==> src/rtl/alu_requester_pkg.sv <==
// Shared definitions for the ALU requester and its responder: opcodes, FSM state
// codes, default widths and the LED display packing.
package alu_requester_pkg;

    localparam int DEF_ALU_WIDTH   = 4;
    localparam int DEF_OP_WIDTH    = 3;
    localparam int DEF_TIMEOUT_CYC = 16;

    typedef enum logic [2:0] {
        OP_ADD = 3'b000,
        OP_SUB = 3'b001,
        OP_NOT = 3'b010,
        OP_AND = 3'b011,
        OP_OR  = 3'b100,
        OP_XOR = 3'b101,
        OP_CMP = 3'b110,
        OP_EQ  = 3'b111
    } alu_op_e;

    typedef enum logic [2:0] {
        S_A    = 3'd0,
        S_B    = 3'd1,
        S_OP   = 3'd2,
        S_REQ  = 3'd3,
        S_RESP = 3'd4,
        S_SHOW = 3'd5
    } state_e;

    // Display layout: count | busy | state | 0 | timeout | overflow | carry | result
    function automatic logic [15:0] pack_ledr(
        input logic [3:0] result,
        input logic       carry,
        input logic       overflow,
        input logic       timeout,
        input state_e     state,
        input logic       busy,
        input logic [3:0] count
    );
        return {count, busy, state, 1'b0, timeout, overflow, carry, result};
    endfunction

endpackage

==> src/rtl/alu_requester_if.sv <==
// Request/response bus between the ALU requester (master) and ALU responder (slave).
interface alu_requester_if #(
    parameter int ALU_WIDTH = alu_requester_pkg::DEF_ALU_WIDTH,
    parameter int OP_WIDTH  = alu_requester_pkg::DEF_OP_WIDTH
);
    logic                 req_valid;
    logic                 req_ready;
    logic [OP_WIDTH-1:0]  req_op;
    logic [ALU_WIDTH-1:0] req_a;
    logic [ALU_WIDTH-1:0] req_b;
    logic                 resp_valid;
    logic [ALU_WIDTH-1:0] resp_result;
    logic                 resp_carry;
    logic                 resp_overflow;

    modport master (
        output req_valid, req_op, req_a, req_b,
        input  req_ready, resp_valid, resp_result, resp_carry, resp_overflow
    );

    modport slave (
        input  req_valid, req_op, req_a, req_b,
        output req_ready, resp_valid, resp_result, resp_carry, resp_overflow
    );
endinterface

==> src/rtl/alu_requester_btn_pulse.sv <==
// Push-button conditioner: two-flop synchronizer followed by a rising-edge
// detector, so a held button produces exactly one single-cycle pulse.
module btn_pulse (
    input  logic clk,
    input  logic rst,
    input  logic btn,
    output logic pulse
);
    logic sync1, sync2, prev;

    // NOTE: non-blocking assignments make each flop sample the previous stage's
    // old value, which is what turns these three registers into a shift chain.
    always_ff @(posedge clk or posedge rst) begin
        if (rst) begin
            sync1 <= 1'b0;
            sync2 <= 1'b0;
            prev  <= 1'b0;
        end else begin
            sync1 <= btn;
            sync2 <= sync1;
            prev  <= sync2;
        end
    end

    assign pulse = sync2 & ~prev;
endmodule

==> src/rtl/alu_requester.sv <==
// Operator-driven ALU requester: enters A, B and opcode from switches, issues a
// valid/ready request, waits (bounded) for the response and displays it on LEDs.
module alu_requester
    import alu_requester_pkg::*;
#(
    parameter int ALU_WIDTH   = DEF_ALU_WIDTH,
    parameter int OP_WIDTH    = DEF_OP_WIDTH,
    parameter int TIMEOUT_CYC = DEF_TIMEOUT_CYC
) (
    input  logic                   clk,
    input  logic                   rst,
    input  logic [15:0]            sw,
    input  logic                   btn_enter,
    input  logic                   btn_clr,
    alu_requester_if.master        bus,
    output logic [15:0]            ledr,
    output logic                   busy
);
    localparam int WAIT_W = $clog2(TIMEOUT_CYC + 1);

    state_e               state_q, state_d;
    logic [ALU_WIDTH-1:0] a_q, b_q, result_q;
    logic [OP_WIDTH-1:0]  op_q;
    logic                 carry_q, overflow_q, timeout_q;
    logic [3:0]           count_q;
    logic [WAIT_W-1:0]    wait_q;
    logic                 enter_pulse, clr_pulse, wait_expired;
    logic                 sw_unused;

    assign sw_unused = ^sw[12:4];

    btn_pulse u_enter (.clk(clk), .rst(rst), .btn(btn_enter), .pulse(enter_pulse));
    btn_pulse u_clr   (.clk(clk), .rst(rst), .btn(btn_clr),   .pulse(clr_pulse));

    // Last S_RESP cycle: the counter has counted TIMEOUT_CYC-1 idle cycles already.
    assign wait_expired = (wait_q == WAIT_W'(TIMEOUT_CYC - 1));

    always_ff @(posedge clk or posedge rst) begin
        if (rst) state_q <= S_A;
        else     state_q <= state_d;
    end

    // NOTE: state_d is defaulted before the case so every path assigns it and
    // no latch is inferred.
    always_comb begin
        state_d = state_q;
        if (clr_pulse) begin
            state_d = S_A;
        end else begin
            case (state_q)
                S_A:     if (enter_pulse) state_d = S_B;
                S_B:     if (enter_pulse) state_d = S_OP;
                S_OP:    if (enter_pulse) state_d = S_REQ;
                S_REQ:   if (bus.req_ready) state_d = S_RESP;
                S_RESP:  if (bus.resp_valid || wait_expired) state_d = S_SHOW;
                S_SHOW:  if (enter_pulse) state_d = S_A;
                default: state_d = S_A;
            endcase
        end
    end

    always_ff @(posedge clk or posedge rst) begin
        if (rst) begin
            a_q        <= '0;
            b_q        <= '0;
            op_q       <= '0;
            result_q   <= '0;
            carry_q    <= 1'b0;
            overflow_q <= 1'b0;
            timeout_q  <= 1'b0;
            count_q    <= '0;
            wait_q     <= '0;
        end else if (clr_pulse) begin
            // Abandon entry/transaction; the displayed result and count survive.
            a_q  <= '0;
            b_q  <= '0;
            op_q <= '0;
        end else begin
            case (state_q)
                S_A:  if (enter_pulse) a_q  <= ALU_WIDTH'(sw[3:0]);
                S_B:  if (enter_pulse) b_q  <= ALU_WIDTH'(sw[3:0]);
                S_OP: if (enter_pulse) op_q <= OP_WIDTH'(sw[15:13]);
                S_REQ: if (bus.req_ready) wait_q <= '0;
                S_RESP: begin
                    // A response on the expiry cycle still counts as a response.
                    if (bus.resp_valid) begin
                        result_q   <= bus.resp_result;
                        carry_q    <= bus.resp_carry;
                        overflow_q <= bus.resp_overflow;
                        timeout_q  <= 1'b0;
                        count_q    <= count_q + 4'd1;
                    end else if (wait_expired) begin
                        result_q   <= '0;
                        carry_q    <= 1'b0;
                        overflow_q <= 1'b0;
                        timeout_q  <= 1'b1;
                    end else begin
                        wait_q <= wait_q + WAIT_W'(1);
                    end
                end
                default: ;
            endcase
        end
    end

    assign bus.req_valid = (state_q == S_REQ);
    assign bus.req_op    = op_q;
    assign bus.req_a     = a_q;
    assign bus.req_b     = b_q;
    assign busy          = (state_q == S_REQ) || (state_q == S_RESP);
    assign ledr          = pack_ledr(4'(result_q), carry_q, overflow_q, timeout_q,
                                     state_q, busy, count_q);
endmodule

==> src/flat_wrapper.sv <==
// flat-port wrapper written by rule: the top's interface ports become plain ports
module alu_requester_flat import alu_requester_pkg::*;
#(
    parameter int ALU_WIDTH   = DEF_ALU_WIDTH,
    parameter int OP_WIDTH    = DEF_OP_WIDTH,
    parameter int TIMEOUT_CYC = DEF_TIMEOUT_CYC
)
  (clk, rst, sw, btn_enter, btn_clr, ledr, busy, bus_req_valid, bus_req_op, bus_req_a, bus_req_b, bus_req_ready, bus_resp_valid, bus_resp_result, bus_resp_carry, bus_resp_overflow);
  alu_requester_if #(.ALU_WIDTH(ALU_WIDTH), .OP_WIDTH(OP_WIDTH)) bus_i ();
  input  logic clk;
  input  logic rst;
  input  logic [15:0] sw;
  input  logic btn_enter;
  input  logic btn_clr;
  output logic [15:0] ledr;
  output logic busy;
  output wire logic [$bits(bus_i.req_valid)-1:0] bus_req_valid;
  output wire logic [$bits(bus_i.req_op)-1:0] bus_req_op;
  output wire logic [$bits(bus_i.req_a)-1:0] bus_req_a;
  output wire logic [$bits(bus_i.req_b)-1:0] bus_req_b;
  input wire logic [$bits(bus_i.req_ready)-1:0] bus_req_ready;
  input wire logic [$bits(bus_i.resp_valid)-1:0] bus_resp_valid;
  input wire logic [$bits(bus_i.resp_result)-1:0] bus_resp_result;
  input wire logic [$bits(bus_i.resp_carry)-1:0] bus_resp_carry;
  input wire logic [$bits(bus_i.resp_overflow)-1:0] bus_resp_overflow;
  assign bus_req_valid = bus_i.req_valid;
  assign bus_req_op = bus_i.req_op;
  assign bus_req_a = bus_i.req_a;
  assign bus_req_b = bus_i.req_b;
  assign bus_i.req_ready = bus_req_ready;
  assign bus_i.resp_valid = bus_resp_valid;
  assign bus_i.resp_result = bus_resp_result;
  assign bus_i.resp_carry = bus_resp_carry;
  assign bus_i.resp_overflow = bus_resp_overflow;
  alu_requester #(.ALU_WIDTH(ALU_WIDTH), .OP_WIDTH(OP_WIDTH), .TIMEOUT_CYC(TIMEOUT_CYC)) u_core (.clk(clk), .rst(rst), .sw(sw), .btn_enter(btn_enter), .btn_clr(btn_clr), .bus(bus_i), .ledr(ledr), .busy(busy));
endmodule
==> config.mk <==
export PLATFORM = sky130hd
export DESIGN_NAME = alu_requester_flat
export DESIGN_NICKNAME = d
export VERILOG_FILES = /design/src/rtl/alu_requester_pkg.sv /design/src/rtl/alu_requester_if.sv /design/src/rtl/alu_requester_btn_pulse.sv /design/src/rtl/alu_requester.sv /design/src/flat_wrapper.sv
export SDC_FILE = /design/constraint.sdc
export NUM_CORES = 1
export LEC_CHECK = 0
export CAP_MARGIN = 20
export CORE_MARGIN = 5
export CORE_UTILIZATION = 25
export CTS_CLUSTER_SIZE = 20
export DETAILED_ROUTE_END_ITERATION = 16
export GPL_TIMING_DRIVEN = 0
export HOLD_SLACK_MARGIN = 0.1
export PLACE_DENSITY = 0.6
export SKIP_CTS_REPAIR_TIMING = 1
export SLEW_MARGIN = 10
export SYNTH_ARGS = -nofsm -noshare
export SYNTH_HDL_FRONTEND = slang
export SYNTH_SLANG_ARGS = --single-unit
==> constraint.sdc <==
create_clock -name clk -period 1.8 [get_ports clk]
set_input_delay 0.36 -clock clk [delete_from_list [all_inputs] [get_ports clk]]
set_output_delay 0.36 -clock clk [all_outputs]
set_load 0.02 [all_outputs]
==> impl_metrics.env, run 1 <==
export IMPL_cp_max_fo=6
export IMPL_holdPathEnd="u_core.u_enter.sync2$_DFF_PP0_"
export IMPL_drv_slew=0
export IMPL_synthXorXnorAreaFrac=0.02123
export IMPL_drt_pass1_iter_count=3
export IMPL_antenna_left=0
export IMPL_crit_required_ps=1440
export IMPL_synth_mux_area_frac=0.05739
export IMPL_die_area_mm2=0.008061
export IMPL_syn_avg_cell_area_um2=11.79
export IMPL_clock_latency_ps=280
export IMPL_initial_core_util=0.2535
export IMPL_place_ws_ps=-289.0
export IMPL_post_route_util=0.3783
export IMPL_worstReg2RegEnd="u_core.bus.req_a[3]$_DFFE_PP0P_"
export IMPL_place_area_mm2=0.002148
export IMPL_die_width_um=89.79
export IMPL_cts_made_buffers=5
export IMPL_htree_levels=2
export IMPL_drc=0
export IMPL_period_share=1.027
export IMPL_coreArea_mm2=0.006277
export IMPL_worst_pin_slew_ps=747.8
export IMPL_outcome="finished, violations left"
export IMPL_pwr_share_clk=0.196
export IMPL_worstPathCellList="buf_6 -> nor3b_4 -> or2_4 -> buf_6 -> buf_6"
export IMPL_synth_nets=166
export IMPL_grt_use_total=0.08606
export IMPL_setup_viol=1
export IMPL_worstRegToRegCells=7
export IMPL_crit_path_start_kind="flip-flop"
export IMPL_cpMostUsedCell="buf_6"
export IMPL_grt_ovfl_total=0
export IMPL_synth_top_cells_by_count="dfrtp_1 (36), nor2_1 (11), mux2i_1 (8), nand2_1 (8)"
export IMPL_whs_path_depth=0
export IMPL_slew_limit_headroom=0.5007
export IMPL_drv_cap=0
export IMPL_routedWlPerCell_um=12.54
export IMPL_synth_top_area_cell="dfrtp_1"
export IMPL_rsz0062_at_grt="yes"
export IMPL_ioPinCount=57
export IMPL_yosysWarnings=0
export IMPL_grt_pass1_wl_mm=5.658
export IMPL_hpwl_mm=2.360
export IMPL_period_needed_ps=1849
export IMPL_ys_seq_area_frac=0.5660
export IMPL_num_rows=29
export IMPL_synth_compound_area_frac=0.09591
export IMPL_rr_startpoint="u_core.state_q[1]$_DFFE_PP0P_"
export IMPL_grt_pass1_vias=1188
export IMPL_sw_frac_of_total=0.3277
export IMPL_switching_power_uw=890.6
export IMPL_stdcell_area_mm2=0.002375
export IMPL_hold_ws_ps=350.6
export IMPL_syn_area_mm2=0.001592
export IMPL_critPathMaxStageDelay_ps=390
export IMPL_crit_arrival_ps=1490
export IMPL_violations="negative setup slack"
export IMPL_fmax_ghz=0.5410
export IMPL_fin_skew_ps=6.465
export IMPL_crit_path_end_kind="primary output"
export IMPL_post_drt_via_cell_ratio=4.407
export IMPL_synth_most_common_cell="dfrtp_1"
export IMPL_io_buffer_count=46
export IMPL_cts_root_to_sink_buffers=2
export IMPL_p_leak_uw=0.001120
export IMPL_nNetsFinal=229
export IMPL_min_delay_start="u_core.u_enter.sync1$_DFF_PP0_"
export IMPL_wl_mm=3.449
export IMPL_seqPwrFrac=0.412
export IMPL_yosysTopAreaCellShare=0.5660
export IMPL_synthTopCellsByArea="dfrtp_1 (57%), mux2i_1 (5.0%), a22o_1 (3.3%)"
export IMPL_synthSimpleGateAreaFrac=0.1706
export IMPL_synthAdderAreaFrac=0.02358
export IMPL_cts_tree="done"
export IMPL_ys_flop_type="dfrtp_1"
export IMPL_finalHoldViolations=0
export IMPL_yosysUniqueCellTypes=41
export IMPL_synthesis_instances=135
export IMPL_path_clk_slew_ps=70
export IMPL_syn_to_final_growth_pct=49.21
export IMPL_synth_edf_count=0
export IMPL_cpMaxStageDelayCell="dfrtp_1"
export IMPL_fin_ws_ps=-48.53
export IMPL_synth_top_family_by_area="simple AND/OR/NAND/NOR gates"
export IMPL_die_h_um=89.79
export IMPL_gp_congestion=0.7501
export IMPL_diodes=0
export IMPL_ir_drop_v=0.0005830
export IMPL_clock_tree_root_cell="clkbuf_8"
export IMPL_p_comb_frac=0.393
export IMPL_hold_class="reg -> reg"
export IMPL_synth_seq_cells=36
export IMPL_grt_max_degree=37
export IMPL_vias=1212
export IMPL_internal_power_uw=1827
export IMPL_regToRegSetupSlack_ps=10
export IMPL_antenna_found_initial=0
export IMPL_worstSetupPathType="reg -> out"
export IMPL_async_reset_ff_frac=1.000
export IMPL_cellPowerDensity_mw_per_mm2=1144
export IMPL_clkSinkCount=36
export IMPL_drt_iter0_markers=55
export IMPL_drive_gt1_frac=0.2273
[sequential cells by signal, indices dropped and copies added (netlist names), 3 cells and up]
name	flops
u_core.state_q	3
u_core.count_q	4
u_core.result_q	4
u_core.wait_q	5
u_core.bus.req_a	4
u_core.bus.req_op	3
u_core.bus.req_b	4
[area by class of cell]
cell class	instances	area, um2
clock buffers	6	72.57
clock inverters	1	5.005
plain buffers	12	98.84
flip-flops and latches	36	902.1
multi-input cells	84	645.6
inverters	3	11.26
repair buffers	56	543.0
fillers	632	3902
well taps	77	96.34
[through the flow]
| stage | cells | TNS, ps | total power (uW) |
|---|---|---|---|
| 3_5_place_dp | 258 | -1331 | 2089 |
| 5_1_grt | 275 | -310.2 | 2909 |
| 2_1_floorplan | 135 | 0 | 1667 |
| 3_3_place_gp | 258 | -9605 | 2075 |
| 4_1_cts | 265 | -2362 | 2637 |
| 6_report | 275 | -48.53 | 2717 |
[worst max path at each step]
| stage | startpoint | end | slack (ps) |
|---|---|---|---|
| 4_1_cts | u_core.state_q[1]$_DFFE_PP0P_ | ledr[11] | -610 |
| 3_5_place_dp | u_core.state_q[1]$_DFFE_PP0P_ | ledr[11] | -290 |
| 6_report | u_core.state_q[1]$_DFFE_PP0P_ | ledr[11] | -50 |
| 2_1_floorplan | u_core.state_q[2]$_DFFE_PP0P_ | ledr[11] | 60 |
| 5_1_grt | u_core.state_q[1]$_DFFE_PP0P_ | ledr[11] | -110 |
| 3_3_place_gp | u_core.state_q[1]$_DFFE_PP0P_ | ledr[11] | -280 |
[worst max-delay path: cells and delay by family (launching register included)]
kind	cells	cell delay, ps
AND/OR/NAND/NOR	2	490
flip-flops	1	390
buffers and inverters	3	320
[power groups by stage]
| stage | combinational [uW] | sequential, uW | clock (uW) |
|---|---|---|---|
| final | 1070 | 1120 | 532 |
| after detailed placement | 948 | 1140 | 0 |
| after CTS | 952 | 1130 | 557 |
| after floorplan | 413 | 1250 | 0 |
| after global placement | 937 | 1140 | 0 |
| after global routing | 1170 | 1140 | 598 |
[layer usage]
layer,up-vias,wire [um],GRT usage
li1,591,-,-
met1,570,1650,0.1112
met4,0,48,0.03401
met5,-,0,0
met2,42,1477,0.1244
met3,9,271,0.03923
[cells by family (layout without fill, tap and decap cells)]
logic type / count (synthesis) / count (layout)
AO/OA/AOI/OAI: 23 / 23
XOR/XNOR: 3 / 3
adder cells (fa/ha/maj): 3 / 3
buffers and inverters: 15 / 78
flip-flops: 36 / 36
multiplexers: 9 / 9
other: 1 / 1
AND/OR/NAND/NOR: 45 / 45
[cells in the final DEF (no fill, tap or decap), types with 2 or more instances in the layout]
cell type,instances
a22o_1,6
nand3_1,5
a31oi_1,2
and3_4,2
nand2b_1,3
o21ai_0,5
clkbuf_1,3
clkbuf_8,5
clkdlybuf4s50_1,42
dfrtp_1,35
mux2i_1,8
a21oi_1,4
buf_6,7
buf_4,14
dlymetal6s2s_1,2
inv_1,2
nand3b_1,2
nor2_1,10
nand2_1,8
(Power assumes the default switching activity.)
==> run 2, diff against run 1 <==
- ABC_AREA: not set -> 1
- CAP_MARGIN: 20 -> not set
- PLACE_DENSITY: 0.6 -> 0.59
==> impl_metrics.env, run 2 <==
export IMPL_clock_tree_root_cell="clkbuf_8"
export IMPL_antenna_left=0
export IMPL_htree_levels=2
export IMPL_ir_drop_v=0.0005180
export IMPL_worstPathCellList="clkdlybuf4s50_1"
export IMPL_fill_cells=664
export IMPL_vias=1423
export IMPL_grt_ovfl_total=0
export IMPL_routedWlPerCell_um=10.72
export IMPL_synth_compound_area_frac=0.01424
export IMPL_pwr_share_clk=0.214
export IMPL_cts_tree="done"
export IMPL_grt_pass1_vias=1384
export IMPL_place_area_mm2=0.002226
export IMPL_diodes=0
export IMPL_fmax_ghz=0.5749
export IMPL_period_needed_ps=1739
export IMPL_initial_core_util=0.2599
export IMPL_synth_edf_count=0
export IMPL_internal_power_uw=2075
export IMPL_die_h_um=91.71
export IMPL_largest_register_ffs=5
export IMPL_whs_path_depth=0
export IMPL_drc=0
export IMPL_slew_limit_headroom=0.5065
export IMPL_hold_ws_ps=349.5
export IMPL_worst_pin_slew_ps=739.2
export IMPL_worstSetupPathType="reg -> out"
export IMPL_fin_skew_ps=6.263
export IMPL_layout_common_cells="nand2_1 (79), clkdlybuf4s50_1 (41), dfrtp_1 (34)"
export IMPL_period_share=0.9663
export IMPL_fin_ws_ps=60.61
export IMPL_regMostFlops="u_core.wait_q"
export IMPL_synthSimpleGateAreaFrac=0.3216
export IMPL_worstReg2RegEnd="u_core.wait_q[1]$_DFFE_PP0P_"
export IMPL_drive_gt1_frac=0.1346
export IMPL_ys_flop_type="dfrtp_1"
export IMPL_place_ws_ps=-141.1
export IMPL_holdPathEnd="u_core.u_enter.sync2$_DFF_PP0_"
export IMPL_synthXorXnorAreaFrac=0.02549
export IMPL_yosysTopAreaCellShare=0.5397
export IMPL_worst_path_buf_inv=1
export IMPL_clock_latency_ps=280
export IMPL_synthesis_instances=203
export IMPL_p_comb_frac=0.413
export IMPL_drv_slew=0
export IMPL_io_buffer_count=46
export IMPL_yosysUniqueCellTypes=20
export IMPL_die_area_mm2=0.008411
export IMPL_yosysWarnings=0
export IMPL_die_width_um=91.71
export IMPL_syn_area_mm2=0.001669
export IMPL_regToRegSetupSlack_ps=150
export IMPL_outcome="finished clean"
export IMPL_syn_avg_cell_area_um2=8.222
export IMPL_cellPowerDensity_mw_per_mm2=1369
export IMPL_synth_most_common_cell="nand2_1"
export IMPL_synth_top_area_cell="dfrtp_1"
export IMPL_switching_power_uw=1173
export IMPL_min_delay_start="u_core.u_enter.sync1$_DFF_PP0_"
export IMPL_finalHoldViolations=0
export IMPL_drt_iter0_markers=86
export IMPL_setup_viol=0
export IMPL_stdcell_area_mm2=0.002372
export IMPL_post_drt_via_cell_ratio=4.223
export IMPL_num_rows=29
export IMPL_async_reset_ff_frac=1.000
export IMPL_crit_arrival_ps=1380
export IMPL_ioPinCount=57
export IMPL_grt_max_degree=37
export IMPL_hold_class="reg -> reg"
export IMPL_rsz0062_at_grt="yes"
export IMPL_post_route_util=0.3694
export IMPL_worstRegToRegCells=10
export IMPL_sw_frac_of_total=0.3611
export IMPL_synth_mux_area_frac=0
export IMPL_path_clk_slew_ps=70
export IMPL_grt_use_total=0.09144
export IMPL_crit_required_ps=1440
export IMPL_grt_pass1_wl_mm=6.285
export IMPL_syn_to_final_growth_pct=42.13
export IMPL_wl_mm=3.613
export IMPL_nNetsFinal=290
export IMPL_synthAdderAreaFrac=0.02249
export IMPL_path_delay_family="buffers and inverters"
export IMPL_rr_startpoint="u_core.wait_q[0]$_DFFE_PP0P_"
export IMPL_critPathMaxStageDelay_ps=640
export IMPL_synth_seq_cells=36
export IMPL_synth_top_cells_by_count="nand2_1 (80), dfrtp_1 (36), nand3_1 (23)"
export IMPL_synth_top_family_by_area="simple AND/OR/NAND/NOR gates"
export IMPL_crit_path_end_kind="primary output"
export IMPL_ys_seq_area_frac=0.5397
export IMPL_drt_pass1_iter_count=4
export IMPL_cp_max_fo=8
export IMPL_coreArea_mm2=0.006422
export IMPL_layout_commonest_cell="nand2_1"
export IMPL_seqPwrFrac=0.373
export IMPL_synth_nets=234
export IMPL_hpwl_mm=2.714
export IMPL_crit_path_start_kind="flip-flop"
export IMPL_synthTopCellsByArea="dfrtp_1 (54%), nand2_1 (18%), nand3_1 (6.9%)"
export IMPL_drv_cap=0
export IMPL_cts_made_buffers=5
export IMPL_cts_root_to_sink_buffers=2
export IMPL_gp_congestion=0.8040
export IMPL_p_leak_uw=0.001241
export IMPL_cpMaxStageDelayCell="clkdlybuf4s50_1"
export IMPL_clkSinkCount=36
export IMPL_antenna_found_initial=0
-- run 2: changes by cell type after synthesis, sizes merged, moves of 3 or more --
| cell | change |
|---|---|
| mux2i | -8 |
| a22o | -6 |
| and3 | -3 |
| nand3 | +18 |
| inv | +17 |
| buf | -4 |
| nor2 | +10 |
| nand2 | +74 |
| o21ai | -6 |
| nand2b | -3 |
-- run 2: worst max path at each step --
stage,to,cells past startpoint,start
after floorplan,ledr[11],4,u_core.state_q[1]$_DFFE_PP0P_
after global placement,u_core.state_q[2]$_DFFE_PP0P_,2,rst
after detailed placement,ledr[11],5,u_core.state_q[1]$_DFFE_PP0P_
after CTS,ledr[11],5,u_core.state_q[1]$_DFFE_PP0P_
after global routing,ledr[11],5,u_core.state_q[1]$_DFFE_PP0P_
final,ledr[8],1,u_core.state_q[0]$_DFFE_PP0P_
-- run 2: area by class of cell --
type	count	area (um2)	area share
flip-flops and latches	36	903.4	0.3808
clock buffers	5	68.82	0.02901
well taps	77	96.34	0.04061
clock inverters	3	42.54	0.01793
plain buffers	7	48.80	0.02057
repair buffers	49	483.0	0.2036
inverters	20	75.07	0.03165
multi-input cells	140	654.4	0.2758
-- run 2: layer usage --
| metal | vias up | track usage | share of wire |
|---|---|---|---|
| met2 | 26 | 0.1479 | 0.49 |
| li1 | 728 | - | - |
| met1 | 665 | 0.1160 | 0.46 |
| met3 | 4 | 0.02946 | 0.043 |
| met5 | - | 0 | 0 |
| met4 | 0 | 0.02970 | 0.0080 |
-- run 2: per-stage QoR --
| step | power [uW] | TNS [ps] | instances |
|---|---|---|---|
| after detailed placement | 2551 | -196.8 | 326 |
| after global routing | 3472 | -147.2 | 337 |
| after global placement | 2527 | -8065 | 326 |
| after floorplan | 1955 | 0 | 203 |
| final | 3248 | 0 | 337 |
| after CTS | 3261 | -1168 | 334 |
-- run 2: kinds of logic after synthesis --
family	after synthesis
simple gates	128
fa+ha+maj	3
other cells	1
flops	36
buf+inv	27
xor+xnor	4
compound gates	4
-- run 2: power by group through the flow --
stage / clock [uW] / combinational (uW) / sequential, uW
6_report: 694 / 1340 / 1210
3_5_place_dp: 0 / 1330 / 1230
4_1_cts: 720 / 1330 / 1210
2_1_floorplan: 0 / 574 / 1380
3_3_place_gp: 0 / 1310 / 1220
5_1_grt: 750 / 1470 / 1250
